File: config.mk
export PLATFORM = sky130hd
export DESIGN_NAME = h264_mb_scheduler
export DESIGN_NICKNAME = d
export VERILOG_FILES = /design/src/rtl/h264_mb_scheduler.sv
export SDC_FILE = /design/constraint.sdc
export NUM_CORES = 1
export LEC_CHECK = 0
export ABC_AREA = 1
export CORE_MARGIN = 8
export CORE_UTILIZATION = 49
export CTS_CLUSTER_DIAMETER = 60
export DETAILED_ROUTE_END_ITERATION = 8
export MAX_ROUTING_LAYER = met4
export PLACE_DENSITY = 0.87
export SYNTH_ARGS = -nofsm -noshare
export SYNTH_HDL_FRONTEND = slang
export SYNTH_SLANG_ARGS = --single-unit
File: constraint.sdc
create_clock -name clk -period 1.63 [get_ports clk]
set_input_delay 0.326 -clock clk [delete_from_list [all_inputs] [get_ports clk]]
set_output_delay 0.326 -clock clk [all_outputs]
set_load 0.05 [all_outputs]
File: src/rtl/h264_mb_scheduler.sv
// Frame-level macroblock sequencer between the fetch unit and the intra 4x4 unit.
// Latency: first fetch_start_o 1 cycle after start is taken; intra handoff 1 cycle after fetch and intra are both ready.
// Backpressure: fetch of MB n+1 waits in F_HOLD until intra has finished MB n; only one fetched MB waits beyond the one in intra.
//
// Ports:
//   clk, rst                         clock, synchronous active-high reset
//   start, qp_i                      frame request (taken only when idle) and its QP
//   fetch_start_o, fetch_mb_x/y_o    one-cycle fetch request and the MB being fetched
//   fetch_done_i                     fetch unit has the Y/U/V matrices ready
//   intra_start_o, intra_mb_x/y_o    one-cycle handoff pulse and the MB handed to intra
//   intra_ready_i                    intra unit finished its current MB
//   qp_o, busy_o, frame_done_o       frame QP, frame in progress, end-of-frame pulse
//   mb_count_o                       MBs completed by intra in this frame
module h264_mb_scheduler #(
  parameter int MB_W       = 22,
  parameter int MB_H       = 18,
  parameter int QP_DEFAULT = 27
) (
  input  logic        clk,
  input  logic        rst,
  input  logic        start,
  input  logic [5:0]  qp_i,
  output logic        fetch_start_o,
  output logic [5:0]  fetch_mb_x_o,
  output logic [5:0]  fetch_mb_y_o,
  input  logic        fetch_done_i,
  output logic        intra_start_o,
  output logic [5:0]  intra_mb_x_o,
  output logic [5:0]  intra_mb_y_o,
  input  logic        intra_ready_i,
  output logic [5:0]  qp_o,
  output logic        busy_o,
  output logic        frame_done_o,
  output logic [11:0] mb_count_o
);

  localparam logic [5:0]  LAST_X   = 6'(MB_W - 1);
  localparam logic [5:0]  LAST_Y   = 6'(MB_H - 1);
  localparam logic [11:0] MB_TOTAL = 12'(MB_W * MB_H);

  typedef enum logic [2:0] {F_IDLE, F_REQ, F_WAIT, F_HOLD, F_DONE} fstate_t;
  typedef enum logic       {I_IDLE, I_BUSY} istate_t;

  fstate_t fstate;
  istate_t istate;

  always_ff @(posedge clk) begin
    if (rst) begin
      fstate        <= F_IDLE;
      istate        <= I_IDLE;
      fetch_start_o <= 1'b0;
      fetch_mb_x_o  <= 6'd0;
      fetch_mb_y_o  <= 6'd0;
      intra_start_o <= 1'b0;
      intra_mb_x_o  <= 6'd0;
      intra_mb_y_o  <= 6'd0;
      qp_o          <= 6'(QP_DEFAULT);
      busy_o        <= 1'b0;
      frame_done_o  <= 1'b0;
      mb_count_o    <= 12'd0;
    end else begin
      fetch_start_o <= 1'b0;
      intra_start_o <= 1'b0;
      frame_done_o  <= 1'b0;

      // Intra tracker: completion is counted on the edge that sees intra_ready_i,
      // so the earliest next handoff is one cycle later (never back-to-back).
      if (istate == I_BUSY && intra_ready_i) begin
        istate     <= I_IDLE;
        mb_count_o <= mb_count_o + 12'd1;
      end

      case (fstate)
        F_IDLE: begin
          if (start) begin
            qp_o         <= qp_i;
            fetch_mb_x_o <= 6'd0;
            fetch_mb_y_o <= 6'd0;
            intra_mb_x_o <= 6'd0;
            intra_mb_y_o <= 6'd0;
            mb_count_o   <= 12'd0;
            busy_o       <= 1'b1;
            fstate       <= F_REQ;
          end
        end
        F_REQ: begin
          fetch_start_o <= 1'b1;
          fstate        <= F_WAIT;
        end
        F_WAIT: begin
          if (fetch_done_i) fstate <= F_HOLD;
        end
        F_HOLD: begin
          // Handoff: intra captures the matrices on intra_start_o, which frees
          // the fetch unit to start on the next MB in the following cycle.
          if (istate == I_IDLE) begin
            intra_start_o <= 1'b1;
            intra_mb_x_o  <= fetch_mb_x_o;
            intra_mb_y_o  <= fetch_mb_y_o;
            istate        <= I_BUSY;
            if (fetch_mb_x_o == LAST_X && fetch_mb_y_o == LAST_Y) begin
              fstate <= F_DONE;
            end else begin
              if (fetch_mb_x_o == LAST_X) begin
                fetch_mb_x_o <= 6'd0;
                fetch_mb_y_o <= fetch_mb_y_o + 6'd1;
              end else begin
                fetch_mb_x_o <= fetch_mb_x_o + 6'd1;
              end
              fstate <= F_REQ;
            end
          end
        end
        F_DONE: begin
          // The last MB is the only one left in intra; its completion ends the frame.
          if (istate == I_BUSY && intra_ready_i && mb_count_o == MB_TOTAL - 12'd1) begin
            frame_done_o <= 1'b1;
            busy_o       <= 1'b0;
            fstate       <= F_IDLE;
          end
        end
        default: fstate <= F_IDLE;
      endcase
    end
  end

endmodule

### After elaboration in Yosys (flattened, before gate mapping)

Cells that the tools add are included.

* output and inout bits: 46
* input port bits: 11
* flip-flop bits (word level): 50
* word-level logic and storage cells: 75

* bitwise logic cells: 2
* equal/unequal tests: 13
* mux-type cells: 31
* reductions and logical operators: 14
* $add $sub $neg: 3

Operators with widths (count)
* $mux W6: 9
* $pmux W6 S2: 4
* $mux W12: 3
* $mux W3: 5
* $pmux W3 S5: 1
* $add A12 B1 Y12 const B: 1
* $add A6 B1 Y6 const B: 2
* $eq A12 B9 Y1 const B: 1
* $eq A6 B5 Y1 const B: 2
* $ne A2 B2 Y1 const B: 6
* $mux W1: 8
* $reduce_and A4 Y1: 2
* $eq A3 B2 Y1 const B: 2
* $reduce_and A3 Y1: 2
* $reduce_and A5 Y1: 1
* $reduce_bool A2 Y1: 2
* $reduce_or A2 Y1: 2
* $eq A3 B1 Y1 const B: 1
* $eq A3 B3 Y1 const B: 1
* $logic_and A1 B1 Y1: 3
* $logic_not A3 Y1: 1
* $not A1 Y1: 2
* $pmux W1 S2: 1
* $reduce_and A2 Y1: 1

### Logic depth before layout (Yosys ltp)

Gate-level depths: netlist of the first run.

* depth in word-level cells: 5
* depth in mapped cells: 10
* depth with buffers taken out: 10

### Worst setup path after synthesis of the first run

No wires, ideal clock.

* path kind: register -> register
* start point: register fetch_mb_x_o[0]
* end point: register fetch_mb_y_o[1]
* setup slack: -176 ps
* cell stages (with the launch flop): 9
* library setup time: 128 ps
* arrival: 1679 ps
* path through: dfxtp_1 ha_1 nand3_1 nor2_2 nand3_4 nand3_2 nand2_1 o21ai_0 nor2_1

* cells in the longest elaborated chain, start to end: 4
* elaborated cells between the ends (all ways): 5
* those cells by class: eq/ne: 3; reduce/logical: 2

Ends and longest elaborated chain
* start, declared: line 24 `output logic [5:0] fetch_mb_x_o,`
* start signal, assigned: line 108 `fetch_mb_x_o <= fetch_mb_x_o + 6'd1;`
* $eq A6 B5 Y1 (*): line 101, 104
* $logic_and A1 B1 Y1: line 101 `if (fetch_mb_x_o == LAST_X && fetch_mb_y_o == LAST_Y) begin`
* $ne A2 B2 Y1 (no source line)
* $reduce_and A5 Y1 (no source line) (*)
* end signal, assigned: line 106 `fetch_mb_y_o <= fetch_mb_y_o + 6'd1;`
* end, declared: line 25 `output logic [5:0] fetch_mb_y_o,`

Mark *: on every way between the ends. The rest lies on a longest branch, timed or not.
A chain may end at the register's enable or synchronous reset.

### Worst setup path in the final report of the first run

* start point: register fetch_mb_x_o[1]
* end point: register fetch_mb_y_o[2]

The elaborated chain is that of the path after synthesis.

==> flow_summary.ini, run 1 <==
[logic_synthesis]
synth-edff-count = 0
syn-mean-instance-area_um2 = 7.09
synth_cell_type_count = 29
synthDominantCellAreaShare_pct = 42.4
post-synth-top-count-cell = sky130_fd_sc_hd__nand2_1
ys_seq_elements = 50
asyncSetResetFlopFracSynth_pct = 0
post_synth_instance_area_um2 = 2360
ys_seq_area_share_pct = 42.4
primary_flip_flop_cell_chosen_by_synthesis_mapping = sky130_fd_sc_hd__dfxtp_1
ys_top_cells_by_count = 87 x sky130_fd_sc_hd__nand2_1, 50 x sky130_fd_sc_hd__dfxtp_1, 37 x sky130_fd_sc_hd__nor2_1
syn-instance-count = 333
yosysTopAreaCell = sky130_fd_sc_hd__dfxtp_1
ys_warn_count = 0
synth_fp_nets = 349
netlist_top_cells_area = sky130_fd_sc_hd__dfxtp_1 42%, sky130_fd_sc_hd__nand2_1 14%, sky130_fd_sc_hd__nand3_1 7.0%

[placement]
dp_worst_slack_ns = -0.153
hpwl_after_dpl_um = 4720
buffers_added_on_ports = 56
place.gp.congestion = 0.942
dpl-instance-area_um2 = 3120

[die]
ios = 57
fp.dieH_um = 85.4
dieWidth_um = 85.4
fp.coreArea_um2 = 4690
floorplan.rows = 25
floorplan.die_area_um2 = 7300
start_util_pct = 50.3

[detailed_routing]
highest-signal-layer = met4
drt_drc_violations_left = 0
drt_iter0_markers = 120
number_of_nets_with_antenna_violations_after_detailed_routing = 0
met1_length_um = 2610
viasPerCell = 5.25
via_count = 2441
post_drt_wl_per_cell_um = 13.3
detail_route.first_pass.iterations = 5
wl_met2_um = 3090
met3WireLength_um = 409
drt-total-wl_um = 6200

[sta]
fmaxAchievable_mhz = 641
maxSlewViolCount = 0
grt_setup_unrepaired = yes
shortest_clock_period_the_worst_path_allows_after_layout_ns = 1.56
setup_viol = 0
hold_viol_final = 0
setup_tns_ns = 0
tightestPinTransition_ns = 0.502
final_min_period_over_clock_period_pct = 95.6
fin_worst_skew_ns = 0.00322
timing.slew.headroom_pct = 66.3
setup_slack_ns = 0.0710

[clock_network]
cts_hold_buffers = 0
cts_buffer_depth = 2
cts.sinks = 50
cts_max_level = 2
worst_setup_hold_path_clk_slew_ns = 0.09
cts_tree = done
clock_latency_ns = 0.30
cts_made_buffers = 5
root_buffer = sky130_fd_sc_hd__clkbuf_8

[critical_path]
cp_data_required_time_ns = 1.87
crit_chain = inv_1 -> ha_1 -> nand3_1 -> o21ai_2 -> inv_1 -> nor2_2 -> nand2_1 -> a21oi_1
critical_path.max_fanout = 5
critPathCaptureType = flop
worst-setup-path-type = reg -> reg
critPathBufInv = 2
worstSetupStartpointType = flop
worst_path_dominant_cell_family = compound AO/OA/AOI/OAI gates
crit_slowest_cell = sky130_fd_sc_hd__dfxtp_2
cp.arrival_ns = 1.80
critPathMostFrequentCell = sky130_fd_sc_hd__inv_1
slowest_delay_ns = 0.35

[min_path]
hold_path.class = reg -> reg

[cells_and_area]
syn_to_final_growth_pct = 37.7
summed_area_of_non_filler_cells_in_the_final_layout_um2 = 3250
num_antenna_cells = 0
drive_gt1_share_pct = 25.1
fin_nets = 426

[pwr]
power.density_cell_area_nw_per_um2 = 1220
leakage_nw = 1.38
peakVddDrop_mv = 0.777

[global_routing]
gr-usage-all-layers_pct = 17.1
antenna_violations_before_repair = 0
grt_pass1_vias = 2321
overflow = 0
first_pass_grt_wire_length_um = 10000
maximum_number_of_pins_on_one_net_before_global_route_repair = 27

[run]
maxCapViolCount = 0

[status]
outcome = finished, final reports clean
[cells by family (layout without fill, tap and decap cells)]
logic type | after synthesis | count (layout) | share of synthesized area (%)
AND/OR/NAND/NOR | 188 | 188 | 36.4
flip-flops | 50 | 50 | 42.4
adder cells (fa/ha/maj) | 5 | 5 | 2.65
buffers and inverters | 45 | 123 | 7.57
XOR/XNOR | 8 | 8 | 2.97
AO/OA/AOI/OAI | 37 | 37 | 8.05
[worst min-delay path, cell delays in order (launching register included)]
cell and delay, ns:
sky130_fd_sc_hd__dfxtp_1 0.32, sky130_fd_sc_hd__nand2_1 0.06, sky130_fd_sc_hd__a21oi_1 0.05
[metal layers]
layer / track usage (%) / up-vias
li1: - / 1228
met1: 18.0 / 1130
met2: 29.5 / 74
met3: 4.92 / 9
met4: 6.21 / 0
met5: - / -
[per-stage QoR]
step	util [%]	hold slack [ns]	power, W	instances
global route	69.3	0.492	0.00420	465
finish	69.3	0.470	0.00397	465
CTS	68.6	0.469	0.00391	464
floorplan	-	0.439	0.00268	333
global placement	66.5	0.454	0.00312	456
detailed placement	66.5	0.455	0.00315	456
[where the power goes]
part	leakage [nW]	switching (W)	internal (W)	total (W)
clock	0.0478	0.000434	0.000350	0.000784
sequential	0.409	0.000110	0.00136	0.00147
combinational	0.922	0.00116	0.000551	0.00171
total	1.38	0.00171	0.00226	0.00397
[area by class of cell]
type                            instances  area [µm²]
Tap cell                               54        67.6
Inverter                               36         141
Fill cell                             391        1440
Sequential cell                        50        1010
Timing Repair Buffer                   79         731
Clock inverter                          2        16.3
Clock buffer                            6        82.6
Multi-Input combinational cell        238        1200
[worst paths after layout]
| kind | depth (start not counted) | end | slack, ns | startpoint |
|---|---|---|---|---|
| worst max-delay path | 8 | fetch_mb_y_o[2] | 0.07 | fetch_mb_x_o[1] |
| worst min-delay path | 2 | intra_mb_y_o[4] | 0.47 | intra_mb_y_o[4] |
| worst max register to register | 8 | fetch_mb_y_o[2] | 0.07 | fetch_mb_x_o[1] |
| worst min register to register | 2 | intra_mb_y_o[4] | 0.47 | intra_mb_y_o[4] |
[repair_timing]
item / CTS / global route
endpoints found under the hold margin: 0 / 0
gates resized for setup: 0 / 7
buffers inserted: 0 / 1
setup endpoints to repair: 0 / 23
[state kept, by name, indices dropped and copies added (netlist names)]
register and cells:
intra_mb_y_o 6, intra_mb_x_o 6, fetch_mb_x_o 6, qp_o 6, fetch_start_o 1, frame_done_o 1
mb_count_o 12, busy_o 1, fetch_mb_y_o 6, fstate 3, istate 1, intra_start_o 1
[cells in the final DEF (no fill, tap or decap), drive strengths merged]
master	Yosys	routed
nand3	36	36
clkinvlp	0	2
a21oi	28	28
a211oi	1	1
clkbuf	5	6
ha	5	5
nand4	8	8
o21a	1	1
dfxtp	50	50
inv	36	36
or2	1	1
buf	4	69
nor3	12	12
nor4	1	1
clkdlybuf4s50	0	10
nand3b	1	1
xnor2	2	2
nand2	88	88
o21ai	7	7
xor2	6	6
nor2	41	41
No activity file was read; power rests on OpenSTA's default activity.
==> run 2: changes to the inputs <==
- CTS_CLUSTER_SIZE: unset -> 8
==> results of run 2 <==
Final layout, timing and power as in run 1 (identical DEF).
==> run 3: changes to the inputs <==
- ABC_AREA: 1 -> unset
- CORE_UTILIZATION: 49 -> 48
==> run 3 against run 2 <==
  * The flow now finishes with violations (negative setup slack)
  * Critical endpoint is now fetch_mb_y_o[0]
  * Combinational power is 71% lower
  * Synthesized area is 5.2% lower
  * Design area is 14% higher
  * Total power is 29% lower
  * Clock-buffer cell count is 1 lower
  * Hold slack worse by 0.0057 ns
  * Clock skew is 0.015 ns higher
  * Core utilization is 12 points higher
  * Highest routed layer unchanged
  * Clock power is 35% higher
  * Sequential power is 14% lower
  * Maximum frequency is 13% lower
==> flow_summary.ini, run 3 <==
[min_path]
hold_path.class = reg -> reg

[critical_path]
crit_slowest_cell = sky130_fd_sc_hd__or4_4
worstSetupStartpointType = flop
cp_data_required_time_ns = 1.88
critical_path.max_fanout = 6
cp.arrival_ns = 2.04
critPathCaptureType = flop
slowest_delay_ns = 0.57
crit_chain = nor4b_4 -> nor2_4 -> buf_12 -> or4_4 -> o22ai_2
worst-setup-path-type = reg -> reg

[placement]
hpwl_after_dpl_um = 4680
buffers_added_on_ports = 56
dpl-instance-area_um2 = 3240
place_inst = 391
place.gp.congestion = 0.889

[detailed_routing]
highest-signal-layer = met4
drt-total-wl_um = 8640
via_count = 2539
detail_route.first_pass.iterations = 5
wl_met2_um = 4260
post_drt_wl_per_cell_um = 20.6
met1_length_um = 3240
drt_drc_violations_left = 0
viasPerCell = 6.06
met3WireLength_um = 700
drt_iter0_markers = 318
number_of_nets_with_antenna_violations_after_detailed_routing = 0

[pwr]
leakage_nw = 1.46
peakVddDrop_mv = 0.406
power.density_cell_area_nw_per_um2 = 761

[logic_synthesis]
post-synth-top-count-cell = sky130_fd_sc_hd__dfxtp_1
yosysTopAreaCell = sky130_fd_sc_hd__dfxtp_1
primary_flip_flop_cell_chosen_by_synthesis_mapping = sky130_fd_sc_hd__dfxtp_1
ys_seq_elements = 50
ys_top_cells_by_count = 50 x sky130_fd_sc_hd__dfxtp_1, 35 x sky130_fd_sc_hd__nand2_1, 21 x sky130_fd_sc_hd__a21oi_1
post_synth_instance_area_um2 = 2240
ys_seq_area_share_pct = 44.7
asyncSetResetFlopFracSynth_pct = 0
synthDominantCellAreaShare_pct = 44.7
synth_cell_type_count = 45
syn-mean-instance-area_um2 = 8.74
ys_warn_count = 0
synth_fp_nets = 272
synth-edff-count = 0
netlist_top_cells_area = sky130_fd_sc_hd__dfxtp_1 45%, sky130_fd_sc_hd__nand2_1 5.9%, sky130_fd_sc_hd__a21oi_1 4.7%
syn-instance-count = 256

[cells_and_area]
reg_with_most_ffs = mb_count_o
num_antenna_cells = 0
summed_area_of_non_filler_cells_in_the_final_layout_um2 = 3720
drive_gt1_share_pct = 45.2
final_cell_mix = 83 x sky130_fd_sc_hd__buf_4, 35 x sky130_fd_sc_hd__nand2_1, 31 x sky130_fd_sc_hd__dfxtp_1, 19 x sky130_fd_sc_hd__a21oi_1, 18 x sky130_fd_sc_hd__nand3_1
largest_register_ffs = 12
fillcell_total = 240
final_cells = 419
syn_to_final_growth_pct = 66.0
fin_nets = 380
leading_cell_type_in_the_layout_fill_and_taps_excluded = sky130_fd_sc_hd__buf_4

[clock_network]
cts_tree = done
cts_max_level = 2
worst_setup_hold_path_clk_slew_ns = 0.09
clock_latency_ns = 0.32
root_buffer = sky130_fd_sc_hd__clkbuf_8
cts.sinks = 50
cts_made_buffers = 5
cts_buffer_depth = 2
cts_hold_buffers = 0

[sta]
grt_setup_unrepaired = yes
hold_viol_final = 0
final_min_period_over_clock_period_pct = 110
setup_slack_ns = -0.167
shortest_clock_period_the_worst_path_allows_after_layout_ns = 1.80
maxSlewViolCount = 0
setup_viol = 15
setup_tns_ns = -1.46
tightestPinTransition_ns = 0.346
timing.slew.headroom_pct = 76.9
fin_worst_skew_ns = 0.0185
fmaxAchievable_mhz = 556

[die]
start_util_pct = 48.7
fp.coreArea_um2 = 4600
floorplan.rows = 25
floorplan.die_area_um2 = 7100
dieWidth_um = 84.3
ios = 57
fp.dieH_um = 84.3

[global_routing]
maximum_number_of_pins_on_one_net_before_global_route_repair = 20
overflow = 0
antenna_violations_before_repair = 0
grt_pass1_vias = 2399
first_pass_grt_wire_length_um = 12000
gr-usage-all-layers_pct = 21.1

[status]
violations = negative setup slack
outcome = finished, violations left

[run]
maxCapViolCount = 0
-- run 3: cell count changes after synthesis, sizes merged, moves of 4 or more --
| cell | change |
|---|---|
| mux2i | +6 |
| clkbuf | +5 |
| nand2 | -53 |
| nor3 | -9 |
| a21oi | -7 |
| nand3b | +5 |
| or3 | +8 |
| inv | -31 |
| a211oi | +6 |
| nor2 | -22 |
| or4 | +4 |
| nand3 | -18 |
-- run 3: power breakdown --
group          leakage (nW)  internal [W]  total [W]  switching [W]
Combinational         0.976      0.000212   0.000498       0.000285
Clock                0.0683      0.000615    0.00106       0.000449
Sequential            0.416       0.00124    0.00127      0.0000251
Total                  1.46       0.00207    0.00283       0.000759
-- run 3: per-layer routing --
metal  global-route usage (%)  up-vias
li1                         -     1130
met1                     23.2     1204
met2                     35.5      160
met3                     4.55       45
met4                     9.42        0
met5                        -        -
-- run 3: worst paths after layout --
kind,start,cells after the start,slack (ns),to
worst min-delay path,intra_mb_y_o[5],2,0.46,intra_mb_y_o[5]
worst max-delay path,fstate[1],5,-0.17,fetch_mb_y_o[0]
worst max register to register,fstate[1],5,-0.17,fetch_mb_y_o[0]
worst min register to register,intra_mb_y_o[5],2,0.46,intra_mb_y_o[5]
-- run 3: cell type report --
| class | instances | area, µm² | share of cell area (%) |
|---|---|---|---|
| Multi-Input combinational cell | 187 | 1360 | 36.5 |
| Timing Repair Buffer | 115 | 1090 | 29.4 |
| Sequential cell | 50 | 1040 | 28.0 |
| Clock buffer | 5 | 68.8 | 1.85 |
| Clock inverter | 3 | 68.8 | 1.85 |
| Tap cell | 54 | 67.6 | 1.82 |
| Inverter | 5 | 21.3 | 0.572 |
-- run 3: repair_timing --
action,in CTS,in global routing
endpoints found under the setup margin,15,32
buffers inserted,7,13
pin swaps,10,14
resized for setup,23,21
-- run 3: kinds of logic after synthesis --
family	share of synthesized area, %
muxes	2.68
AOI/OAI and AO/OA	11.6
DFF	44.7
buffers and inverters	3.47
adders and majority gates	2.79
and+or+nand+nor	30.8
xor gates and xnor gates	3.91
-- run 3: critical path, delay by kind of cell (launching register included) --
| kind | cells | cell delay (ns) |
|---|---|---|
| and+or+nand+nor | 3 | 1.03 |
| buffers and inverters | 1 | 0.15 |
| DFF | 1 | 0.39 |
| AOI/OAI and AO/OA | 1 | 0.16 |
-- run 3: stage by stage --
| step | hold slack (ns) | setup slack (ns) | power [W] | util [%] |
|---|---|---|---|---|
| CTS | 0.460 | -0.0817 | 0.00274 | 76.5 |
| floorplan | 0.450 | -0.133 | 0.00151 | - |
| global placement | 0.441 | -0.335 | 0.00167 | 70.4 |
| global route | 0.491 | -0.229 | 0.00291 | 80.8 |
| finish | 0.464 | -0.167 | 0.00283 | 80.8 |
| detailed placement | 0.448 | -0.422 | 0.00167 | 70.4 |
